==> config.mk <==
export PLATFORM = sky130hd
export DESIGN_NAME = fusion_sequencer
export DESIGN_NICKNAME = d
export VERILOG_FILES = /design/src/rtl/fusion_pkg.sv /design/src/rtl/fusion_pass_counter.sv /design/src/rtl/fusion_sequencer.sv
export SDC_FILE = /design/constraint.sdc
export NUM_CORES = 1
export LEC_CHECK = 0
export ABC_CLOCK_PERIOD_IN_PS = 3110
export CORE_AREA = 2 2 93 95
export CTS_CLUSTER_SIZE = 24
export DETAILED_ROUTE_END_ITERATION = 8
export DIE_AREA = 0 0 95 97
export GPL_ROUTABILITY_DRIVEN = 1
export GPL_TIMING_DRIVEN = 0
export PLACE_DENSITY = 0.8
export SETUP_SLACK_MARGIN = 0.15
export SLEW_MARGIN = 10
export SYNTH_ARGS = -nofsm -noshare
export SYNTH_HDL_FRONTEND = slang
export SYNTH_SLANG_ARGS = --single-unit
==> constraint.sdc <==
create_clock -name clk -period 3.11 [get_ports clk]
set_clock_uncertainty 0.1 [all_clocks]
set_input_delay 0.622 -clock clk [delete_from_list [all_inputs] [get_ports clk]]
set_output_delay 0.622 -clock clk [all_outputs]
set_load 0.005 [all_outputs]
==> src/rtl/fusion_pkg.sv <==
// fusion_pkg: shared precision codes, FSM state type and slice-count helper
package fusion_pkg;
  localparam logic [1:0] PREC_2B = 2'b00;
  localparam logic [1:0] PREC_4B = 2'b01;
  localparam logic [1:0] PREC_8B = 2'b10;
  localparam int SLICE_BITS = 4;
  typedef enum logic [1:0] {S_IDLE, S_RUN, S_DONE} state_e;
  // 8b operands (and the reserved 11 code) split into two nibble slices.
  function automatic logic [1:0] num_slices(input logic [1:0] prec);
    return (prec == PREC_8B || prec == 2'b11) ? 2'd2 : 2'd1;
  endfunction
endpackage

==> src/rtl/fusion_pass_counter.sv <==
// fusion_pass_counter: nested aslice/wslice/element pass counter with last-pass flag
// Ports:
//   clk, rst_n          clock, async active-low reset
//   clr_i               zero all counters
//   step_i              advance by one pass
//   a_two_i, w_two_i    operand uses two slices (last slice index is 1)
//   len_i               element count (>= 1 while stepping)
//   aslice_o, wslice_o  current slice indices
//   elem_o              current element index
//   last_o              current pass is the final one of the command
module fusion_pass_counter #(
  parameter int LEN_W = 8
) (
  input  logic             clk,
  input  logic             rst_n,
  input  logic             clr_i,
  input  logic             step_i,
  input  logic             a_two_i,
  input  logic             w_two_i,
  input  logic [LEN_W-1:0] len_i,
  output logic             aslice_o,
  output logic             wslice_o,
  output logic [LEN_W-1:0] elem_o,
  output logic             last_o
);
  logic a_q, a_d, w_q, w_d;
  logic [LEN_W-1:0] e_q, e_d;
  logic a_end, w_end, wrap;
  always_comb begin
    a_end  = a_q == a_two_i;
    w_end  = w_q == w_two_i;
    last_o = a_end & w_end & (e_q == len_i - LEN_W'(1));
    // Final pass wraps everything to zero so the slice/element outputs idle at 0.
    wrap   = clr_i | (step_i & last_o);
    a_d    = wrap ? 1'b0 : step_i ? !a_end : a_q;
    w_d    = wrap ? 1'b0 : (step_i & a_end) ? !w_end : w_q;
    e_d    = wrap ? '0 : (step_i & a_end & w_end) ? e_q + LEN_W'(1) : e_q;
  end
  always_ff @(posedge clk or negedge rst_n) begin
    if (!rst_n) begin
      a_q <= 1'b0;
      w_q <= 1'b0;
      e_q <= '0;
    end else begin
      a_q <= a_d;
      w_q <= w_d;
      e_q <= e_d;
    end
  end
  assign aslice_o = a_q;
  assign wslice_o = w_q;
  assign elem_o   = e_q;
endmodule

==> src/rtl/fusion_sequencer.sv <==
// fusion_sequencer: steps a fusion subunit through all slice passes of a dot product and accumulates the result
// Ports:
//   clk, rst_n                          clock, async active-low reset
//   cmd_valid/cmd_ready                 command handshake (accepted in IDLE only)
//   cmd_abits, cmd_wbits, cmd_sign      operand precisions and signedness
//   cmd_len                             element count (0 legal)
//   op_valid                            operands for the current pass are ready
//   fu_en, fu_elem, fu_aslice, fu_wslice  pass fetch controls
//   fu_shift, fu_sign                   subunit controls
//   fu_sum                              subunit result for the current pass
//   res_valid/res_ready, res_data       result handshake
module fusion_sequencer
  import fusion_pkg::*;
#(
  parameter int ACC_W = 32,
  parameter int LEN_W = 8
) (
  input  logic             clk,
  input  logic             rst_n,
  input  logic             cmd_valid,
  output logic             cmd_ready,
  input  logic [1:0]       cmd_abits,
  input  logic [1:0]       cmd_wbits,
  input  logic             cmd_sign,
  input  logic [LEN_W-1:0] cmd_len,
  input  logic             op_valid,
  output logic             fu_en,
  output logic [LEN_W-1:0] fu_elem,
  output logic             fu_aslice,
  output logic             fu_wslice,
  output logic [3:0]       fu_shift,
  output logic             fu_sign,
  input  logic [15:0]      fu_sum,
  output logic             res_valid,
  input  logic             res_ready,
  output logic [ACC_W-1:0] res_data
);
  state_e state_q, state_d;
  logic [ACC_W-1:0] acc_q, acc_d, sum_ext;
  logic [LEN_W-1:0] len_q;
  logic a_two_q, w_two_q, sign_q;
  logic accept, step, last;
  fusion_pass_counter #(.LEN_W(LEN_W)) u_cnt (
    .clk      (clk),
    .rst_n    (rst_n),
    .clr_i    (accept),
    .step_i   (step),
    .a_two_i  (a_two_q),
    .w_two_i  (w_two_q),
    .len_i    (len_q),
    .aslice_o (fu_aslice),
    .wslice_o (fu_wslice),
    .elem_o   (fu_elem),
    .last_o   (last)
  );
  always_comb begin
    accept  = (state_q == S_IDLE) & cmd_valid;
    step    = (state_q == S_RUN) & op_valid;
    sum_ext = sign_q ? {{(ACC_W-16){fu_sum[15]}}, fu_sum} : {{(ACC_W-16){1'b0}}, fu_sum};
    acc_d   = accept ? '0 : step ? acc_q + sum_ext : acc_q;
    state_d = state_q;
    case (state_q)
      S_IDLE:  state_d = cmd_valid ? ((cmd_len == '0) ? S_DONE : S_RUN) : S_IDLE;
      S_RUN:   state_d = (op_valid & last) ? S_DONE : S_RUN;
      S_DONE:  state_d = res_ready ? S_IDLE : S_DONE;
      default: state_d = S_IDLE;
    endcase
  end
  always_ff @(posedge clk or negedge rst_n) begin
    if (!rst_n) begin
      state_q <= S_IDLE;
      acc_q   <= '0;
      len_q   <= '0;
      a_two_q <= 1'b0;
      w_two_q <= 1'b0;
      sign_q  <= 1'b0;
    end else begin
      state_q <= state_d;
      acc_q   <= acc_d;
      if (accept) begin
        len_q   <= cmd_len;
        a_two_q <= num_slices(cmd_abits) == 2'd2;
        w_two_q <= num_slices(cmd_wbits) == 2'd2;
        sign_q  <= cmd_sign;
      end
    end
  end
  assign cmd_ready = state_q == S_IDLE;
  assign fu_en     = state_q == S_RUN;
  // Shift is 4*(aslice+wslice); with 1-bit slice indices the sum is {a&w, a^w}.
  assign fu_shift  = {fu_aslice & fu_wslice, fu_aslice ^ fu_wslice, 2'b00};
  // Only passes that contain at least one MSB slice are treated as signed.
  assign fu_sign   = fu_en & sign_q & ((fu_aslice == a_two_q) | (fu_wslice == w_two_q));
  assign res_valid = state_q == S_DONE;
  assign res_data  = acc_q;
endmodule

# Word-level counts from Yosys, hierarchy flattened
# Index checks and enable logic that the tools add are counted.
[totals]
reg_bits = 55
input_bits = 34
output_inout_bits = 50
wordCells = 63
[op_classes]
addsub = 3
eq_ne = 11
mux = 16
bitwise = 14
n_reduce_logical = 10
[ops]
columns = ["operator", "n"]
rows = [
  ["2-to-1 mux 32 bit", 3],
  ["adder 32 bit", 1],
  ["2-to-1 mux 8 bit", 2],
  ["== test 2 bit (second input constant)", 7],
  ["2-to-1 mux 2 bit", 6],
  ["AND 1 bit", 11],
  ["adder 8 x 1 -> 8 bit (second input constant)", 1],
  ["== test 8 bit", 1],
  ["zero test 8 bit", 1],
  ["nonzero test 2 bit", 4],
  ["subtractor 8 x 1 -> 8 bit (second input constant)", 1],
  ["case mux 2 bit (3 select lines)", 1],
  ["2-to-1 mux 1 bit", 4],
  ["== test 1 bit", 2],
  ["== test 2 x 1 -> 1 bit (second input constant)", 1],
  ["zero test 1 bit", 2],
  ["zero test 2 bit", 1],
  ["logical OR 1 bit", 2],
  ["bitwise OR 1 bit", 2],
  ["XOR 1 bit", 1],
]

# Depth between registers and ports, before layout
# Gate-level depths: netlist (run 1).
[depth]
depth_word = 6
depth_mapped = 11
ltp_nobuf = 11

# Modules after synthesis
# Synthesis (run 1) repeated with hierarchy kept, for this count alone.
[unflattened]
cells_unflattened = 557
area_unflattened_um2 = 4438.0
[by_module_without_submodules]
columns = ["mod", "instances", "cells_per_inst", "area_per_inst_um2", "seq_area_each_um2"]
rows = [
  ["fusion_sequencer", 1, 477, 3682.3, 1126.1],
  ["fusion_pass_counter", 1, 80, 755.7, 250.2],
]

# Least setup slack after synthesis (run 1)
# No wires, ideal clock.
[synth_timing]
kind = "input -> register"
from = "in fu_sum[15]"
to = "reg acc_q[30], in the netlist res_data[30]"
t_arrival_ps = 2878
t_required_ps = 2887
slack_ps = 9
cell_stages = 10
path_cell_list = "and2_1 -> ha_1 -> a21o_1 -> a21o_1 -> a2111oi_2 -> nor3_1 -> a311o_1 -> a21oi_2 -> xor2_1 -> o21ai_1"
[synth_between]
elab_chain_len = 4
[synth_rtl]
columns = ["element", "line", "text"]
rows = [
  ["start: declaration", "fusion_sequencer.sv:33", "input logic [15:0] fu_sum,"],
  ["2-to-1 mux 32 bit", "fusion_sequencer.sv:59", "sum_ext = sign_q ? {{(ACC_W-16){fu_sum[15]}}, fu_sum} : {{(ACC_W-16){1'b0}}, fu_sum};"],
  ["adder 32 bit", "fusion_sequencer.sv:60", "acc_d = accept ? '0 : step ? acc_q + sum_ext : acc_q;"],
  ["2-to-1 mux 32 bit (2 in a row)", "fusion_sequencer.sv:60", ""],
  ["end signal: assignment", "fusion_sequencer.sv:72", "acc_q <= '0;"],
  ["end signal: assignment", "fusion_sequencer.sv:79", "acc_q <= acc_d;"],
  ["end: declaration", "fusion_sequencer.sv:39", "logic [ACC_W-1:0] acc_q, acc_d, sum_ext;"],
]
# Every way passes these cells. The select of a mux whose other input is x is not followed.
# A chain may end at the register's enable or synchronous reset.

# Worst setup path in the final report (run 1)
[layout_timing]
from = "in fu_sum[10]"
to = "reg acc_q[27], in the netlist res_data[27]"
# The elaborated chain is that of the path after synthesis.

==> results of run 1 <==
-- metal layers --
| metal | vias up | wire length (um) | global-route usage (%) |
|---|---|---|---|
| met1 | 1990 | 4980 | 31.8 |
| met3 | 34 | 610 | 3.66 |
| met4 | 0 | 330 | 9.25 |
| met5 | - | 0 | 0 |
| met2 | 150 | 5770 | 43.8 |
| li1 | 1995 | - | - |
-- where the power goes --
group / total (uW) / switching (uW) / leakage [uW] / internal [uW]
sequential: 1360 / 342 / 0.000691 / 1020
combinational: 3500 / 1830 / 0.00166 / 1670
clock: 570 / 248 / 0.0000654 / 322
-- sequential cells by signal, summed over array words and instances, names as in the netlist --
register and cells:
u_cnt.wslice_o 1, w_two_q 1, res_data 32, sign_q 1, state_q 2, u_cnt.aslice_o 1
a_two_q 1, u_cnt.elem_o 8, len_q 8
-- path summary, 6_finish.rpt --
kind	from	to	slack, ns	depth (start not counted)
min in group clk	state_q[1]$_DFF_PN0_	state_q[0]$_DFF_PN0_	0.37	1
worst max-delay path	fu_sum[10]	res_data[27]$_DFFE_PN0P_	0.15	11
worst min-delay path	rst_n	res_data[14]$_DFFE_PN0P_	0.22	1
worst max register to register	res_data[0]$_DFFE_PN0P_	res_data[28]$_DFFE_PN0P_	0.31	12
max in group asynchronous	rst_n	res_data[5]$_DFFE_PN0P_	2.10	2
worst min register to register	state_q[1]$_DFF_PN0_	state_q[0]$_DFF_PN0_	0.37	1
-- critical path, stage by stage --
cell and delay, ns:
clkdlybuf4s50_1 0.40, ha_1 0.29, buf_2 0.18, nand4_1 0.24, nor4_1 0.10, a211oi_1 0.22
a21bo_2 0.30, a21boi_1 0.33, o21bai_1 0.14, xnor2_1 0.14, o21ai_0 0.15
-- cell families (layout without fill, tap and decap cells) --
group | after synthesis | after routing | synth area share [%]
flops | 55 | 55 | 32.8
simple gates | 195 | 195 | 21.3
other cells | 1 | 2 | 0.0893
buf+inv | 35 | 132 | 4.44
compound gates | 137 | 137 | 20.5
xor+xnor | 47 | 47 | 9.80
mux | 2 | 2 | 0.477
fa+ha+maj | 35 | 35 | 10.6
-- cell type report --
cell class / count / share of cell area (%)
flip-flops and latches: 55 / 24.6
inverters: 13 / 0.871
plain buffers: 22 / 2.50
clock inverters: 2 / 1.07
repair buffers: 89 / 15.6
well taps: 105 / 2.35
multi-input cells: 418 / 51.7
clock buffers: 6 / 1.30
-- cell usage after synthesis, drive strengths merged (2+ instances only) --
library cell / number / area [sq um]
and2: 5 / 31.3
nand3b: 2 / 15.0
dfrtp: 55 / 1380
and3: 4 / 26.3
a21boi: 2 / 15.0
and4: 2 / 18.8
ha: 34 / 425
a31oi: 5 / 31.3
a22oi: 2 / 15.0
xnor2: 19 / 166
a2111oi: 3 / 32.5
nor4: 6 / 37.5
nand4: 14 / 87.6
nand3: 9 / 45.0
a21o: 11 / 83.8
nand2b: 4 / 25.0
a21oi: 41 / 216
inv: 13 / 48.8
xor2: 28 / 245
clkbuf: 15 / 78.8
mux2i: 2 / 20.0
o21ai: 49 / 245
nand2: 86 / 323
buf: 6 / 47.5
o21bai: 4 / 30.0
o211ai: 4 / 30.0
nor2b: 3 / 18.8
and2b: 2 / 15.0
or3: 2 / 12.5
nor2: 43 / 161
nor3: 10 / 55.1
o41ai: 2 / 17.5
-- stage by stage --
stage | setup slack [ns] | total power (uW) | TNS (ns) | hold WS [ns]
after floorplan | 0.193 | 3380 | 0 | 0.226
after global placement | -0.738 | 4360 | -27.73 | 0.345
after detailed placement | -0.764 | 4480 | -4.85 | 0.367
after CTS | 0.158 | 5290 | 0 | 0.233
after global routing | 0.101 | 5860 | 0 | 0.255
final | 0.148 | 5430 | 0 | 0.218
-- repair_timing --
item,CTS,global route
pin swaps,15,10
hold endpoints to repair,0,0
resized for setup,38,22
setup buffers,8,1
setup endpoints to repair,10,10
==> summary.md, run 1 <==
| Metric | Value |
|---|---|
| Outcome | `completed` |
| Drt drc | `0` |
| Worst-path fanout max | `7` |
| Max IR drop VDD | `416 uV` |
| Slew Viols, Final | `0` |
| Worst Tran Pin Value | `0.650 ns` |
| #FFs+latches synth | `55` |
| Port Buffers | `79` |
| Maximum clock path buffer count | `2` |
| FFs w/ async S/R, synth | `100%` |
| Yosys warns | `0` |
| Kind of critical path | `in -> reg` |
| Fillcell total | `651` |
| Power per standard cell area | `970 nW/um^2` |
| Final Instance Area | `5600 sq um` |
| Req. time, crit path | `3.24 ns` |
| Cells after Synth | `507` |
| Mapped Area | `4200 sq um` |
| Fin util | `68.9%` |
| # diodes | `0` |
| Vias | `4,169` |
| Number of distinct library cells after synthesis | `64` |
| Most frequent cells in the layout | `nand2_1 (86), clkdlybuf4s50_1 (74), dfrtp_1 (55)` |
| Share of cells above drive strength 1 | `13.4%` |
| Most common cell after layout, fill and taps aside | `nand2_1` |
| Final Wtd Congestion | `0.951` |
| Height of the die | `97 um` |
| Root Buffer | `clkbuf_8` |
| Starting Density | `51.6%` |
| Avg WL per Cell | `16.5 um` |
| Syn_area_per_cell | `8.28 sq um` |
| First-pass GRT wire length | `18,800 um` |
| Post-DP HPWL | `8530 um` |
| Max Cap Viol | `0` |
| DR iter-0 viols | `217` |
| Die span in x | `95 um` |
| Worst slew margin | `56.7%` |
| Ys flop type | `dfrtp_1` |
| Placed Cells | `693` |
| Core Area | `8130 sq um` |
| DRT Pass-1 Iters | `4` |
| Multi-input gate area | `2900 sq um` |
| Site Rows | `33` |
| Inserted Clock Buffers | `5` |
| Finished Layout Cells | `710` |
| Setup crit end kind | `register` |
| Worst min path class | `in -> async` |
| I/O pins | `84` |
| Routed Antenna Nets | `0` |
| WL final | `11,700 um` |
| Final Hold Vio Count | `0` |
| Leak pwr | `0.00242 uW` |
| Placed Area | `5150 sq um` |
| Reg clk slew, reported paths | `0.10 ns` |
| RSZ-0062 raised after global routing | `yes` |
| Final setup fails | `0` |
| Vias per cell | `5.87` |
| Antenna violations before repair | `0` |
| CTS tree | `built` |
| Area delta synth->final | `33.4%` |
| Global route overflow | `0` |
| Clock latency on the worst-skew pair | `0.32 ns` |
| EDFF count, synth | `0` |
| Tcrit/Tclk final | `95.3%` |
| # nets final | `673` |
| Total track usage | `25.4%` |
| Hold buffers post-CTS | `0` |
| Die area | `9220 sq um` |
| Clock sink count | `55` |
| H-tree Lvls | `2` |
| Minimum clock period | `2.96 ns` |
| Startpoint Class | `input pin` |
| Vias in the first global route | `4,040` |
| Crit path arrival time | `3.10 ns` |
| Post-synthesis sequential area ratio | `32.8%` |
| Fmax | `338 MHz` |
| Register area | `1380 sq um` |
| Largest net degree at the start of global routing | `30` |
No activity file was read; power rests on OpenSTA's default activity.
==> run 2: changes to the inputs <==
--- a/config.mk
+++ b/config.mk
@@ -13,7 +13,6 @@
 export GPL_ROUTABILITY_DRIVEN = 1
 export GPL_TIMING_DRIVEN = 0
 export PLACE_DENSITY = 0.8
-export SETUP_SLACK_MARGIN = 0.15
 export SLEW_MARGIN = 10
 export SYNTH_ARGS = -nofsm -noshare
 export SYNTH_HDL_FRONTEND = slang
==> run 2 against run 1 <==
Compared with the run above:
- combinational power fell by 5%
- final cell count fell by 0.14%
- maximum frequency fell by 2.6%
- first-iteration DRC count fell by 21%
- core utilization fell by 2.0 points
- hold slack got worse by 0.054 ns
- critical path type unchanged
- cell area fell by 2.9%
- critical path depth rose by 2
- routed wire length fell by 5.5%
==> summary.md, run 2 (synthesis gave the netlist of run 1 again) <==
| Metric | Value |
|---|---|
| Vias | `4,067` |
| Slowest cell on the critical path | `a311o_1` |
| Final Hold Vio Count | `0` |
| Site Rows | `33` |
| Reg clk slew, reported paths | `0.11 ns` |
| Max Cap Viol | `0` |
| Hold_ws | `0.165 ns` |
| Hold buffers post-CTS | `0` |
| Most frequent cells in the layout | `nand2_1 (86), clkdlybuf4s50_1 (75), dfrtp_1 (55)` |
| Root Buffer | `clkbuf_8` |
| Startpoint Class | `input pin` |
| Buf+Inv Stages, Crit Path | `3` |
| Post-DP HPWL | `8430 um` |
| H-tree Lvls | `2` |
| Global route overflow | `0` |
| Minimum clock period | `3.04 ns` |
| Fmax | `329 MHz` |
| Sw Ratio | `45.2%` |
| Vias per cell | `5.74` |
| Max IR drop VDD | `434 uV` |
| Critical-path cell list | `dlygate4sd2_1 -> and2_4 -> buf_12 -> buf_4 -> ha_2 -> a21o_1 -> a21o_1 -> a2111oi_4 -> nor3_2 -> a311o_1 -> a21oi_2 -> xor2_1 -> o21ai_1` |
| Kind of critical path | `in -> reg` |
| Critical Path Max Stage Delay | `0.37 ns` |
| First-pass GRT wire length | `18,200 um` |
| Fin util | `66.9%` |
| Outcome | `completed` |
| Req. time, crit path | `3.20 ns` |
| Most used cell, CP | `a21o_1` |
| Port Buffers | `79` |
| Worst min path class | `in -> async` |
| I/O pins | `84` |
| DRT Pass-1 Iters | `4` |
| Share of cells above drive strength 1 | `10.4%` |
| Fillcell total | `657` |
| Starting Density | `51.6%` |
| Setup crit end kind | `register` |
| Avg WL per Cell | `15.6 um` |
| Power per standard cell area | `938 nW/um^2` |
| Cell-internal power | `2800 uW` |
| Leak pwr | `0.00237 uW` |
| Flop pwr share | `26.4%` |
| Sw Pwr | `2300 uW` |
| Vias in the first global route | `3,918` |
| Tcrit/Tclk final | `97.8%` |
| Max FFs per register | `32` |
| Slew Viols, Final | `0` |
| Die span in x | `95 um` |
| # nets final | `672` |
| Final setup fails | `0` |
| Die area | `9220 sq um` |
| Routed Antenna Nets | `0` |
| Clock latency on the worst-skew pair | `0.31 ns` |
| DR iter-0 viols | `171` |
| # diodes | `0` |
| Maximum clock path buffer count | `2` |
| CP delay by family, top | `compound AO/OA/AOI/OAI gates` |
| WL final | `11,000 um` |
| Finished Layout Cells | `709` |
| Worst slew margin | `59.0%` |
| Worst Tran Pin Value | `0.608 ns` |
| Height of the die | `97 um` |
| Area delta synth->final | `29.5%` |
| Drt drc | `0` |
| Crit path arrival time | `3.13 ns` |
| Comb power frac | `65.2%` |
| Worst-path fanout max | `5` |
| Clock sink count | `55` |
| Total track usage | `24.1%` |
| Largest net degree at the start of global routing | `36` |
| Placed Cells | `693` |
| CTS tree | `built` |
| Most common cell after layout, fill and taps aside | `nand2_1` |
| Antenna violations before repair | `0` |
| Clock share of power | `8.4%` |
| Final Wtd Congestion | `0.939` |
| Inserted Clock Buffers | `5` |
| Core Area | `8130 sq um` |
-- run 2: final timing paths --
kind                                            from                  endpoint  slack [ns]  cells after the start
worst max register to register    sign_q$_DFFE_PN0P_  res_data[30]$_DFFE_PN0P_        0.25                     12
worst min register to register  state_q[1]$_DFF_PN0_      state_q[0]$_DFF_PN0_        0.38                      1
worst min-delay path                           rst_n  res_data[22]$_DFFE_PN0P_        0.16                      1
min in group clk                state_q[1]$_DFF_PN0_      state_q[0]$_DFF_PN0_        0.38                      1
max in group asynchronous                      rst_n   res_data[3]$_DFFE_PN0P_        2.17                      2
worst max-delay path                      fu_sum[15]  res_data[30]$_DFFE_PN0P_        0.07                     13
-- run 2: layout make-up --
| type | instances | area (sq um) | share of cell area [%] |
|---|---|---|---|
| Clock inverter | 3 | 25.0 | 0.460 |
| Tap cell | 105 | 131 | 2.42 |
| Buffer | 21 | 134 | 2.46 |
| Clock buffer | 5 | 68.8 | 1.27 |
| Timing Repair Buffer | 89 | 886 | 16.3 |
| Inverter | 13 | 48.8 | 0.897 |
| Sequential cell | 55 | 1380 | 25.3 |
| Multi-Input combinational cell | 418 | 2770 | 50.9 |
-- run 2: metrics by stage --
| step | total power, uW | cell area (sq um) | worst slack [ns] | setup TNS (ns) |
|---|---|---|---|---|
| 6_report | 5100 | 5440 | 0.0684 | 0 |
| 5_1_grt | 5540 | 5440 | -0.000984 | -0.000984 |
| 4_1_cts | 5020 | 5380 | 0.0435 | 0 |
| 3_5_place_dp | 4440 | 5140 | -1.01 | -8.56 |
| 3_3_place_gp | 4340 | 5120 | -0.986 | -30.65 |
| 2_1_floorplan | 3370 | 4200 | 0.00893 | 0 |
-- run 2: layer usage --
layer / GRT usage (%) / part of all wire, % / up-vias
met5: 0 / 0 / -
met4: 8.25 / 3.2 / 0
met3: 3.19 / 4.4 / 29
met2: 40.4 / 49 / 116
met1: 31.8 / 43 / 1931
li1: - / - / 1991
-- run 2: worst register-to-register path: cells and delay by family (launching register included) --
kind,cells,cell delay (ns)
AO/OA/AOI/OAI,6,1.32
XOR/XNOR,1,0.15
adder cells (fa/ha/maj),1,0.19
buffers and inverters,2,0.28
flip-flops,1,0.41
AND/OR/NAND/NOR,2,0.28
-- run 2: what timing repair did --
action	CTS	global route
pin swaps	9	6
gates cloned	0	0
resized for setup	17	16
buffers inserted	8	1
setup endpoints to repair	12	6
-- run 2: power by group through the flow --
stage	registers, uW	clock network [uW]	logic (uW)
after floorplan	1300	0	2070
after global placement	1340	0	3000
after detailed placement	1350	0	3090
after CTS	1340	443	3230
after global routing	1390	469	3690
final	1350	427	3330
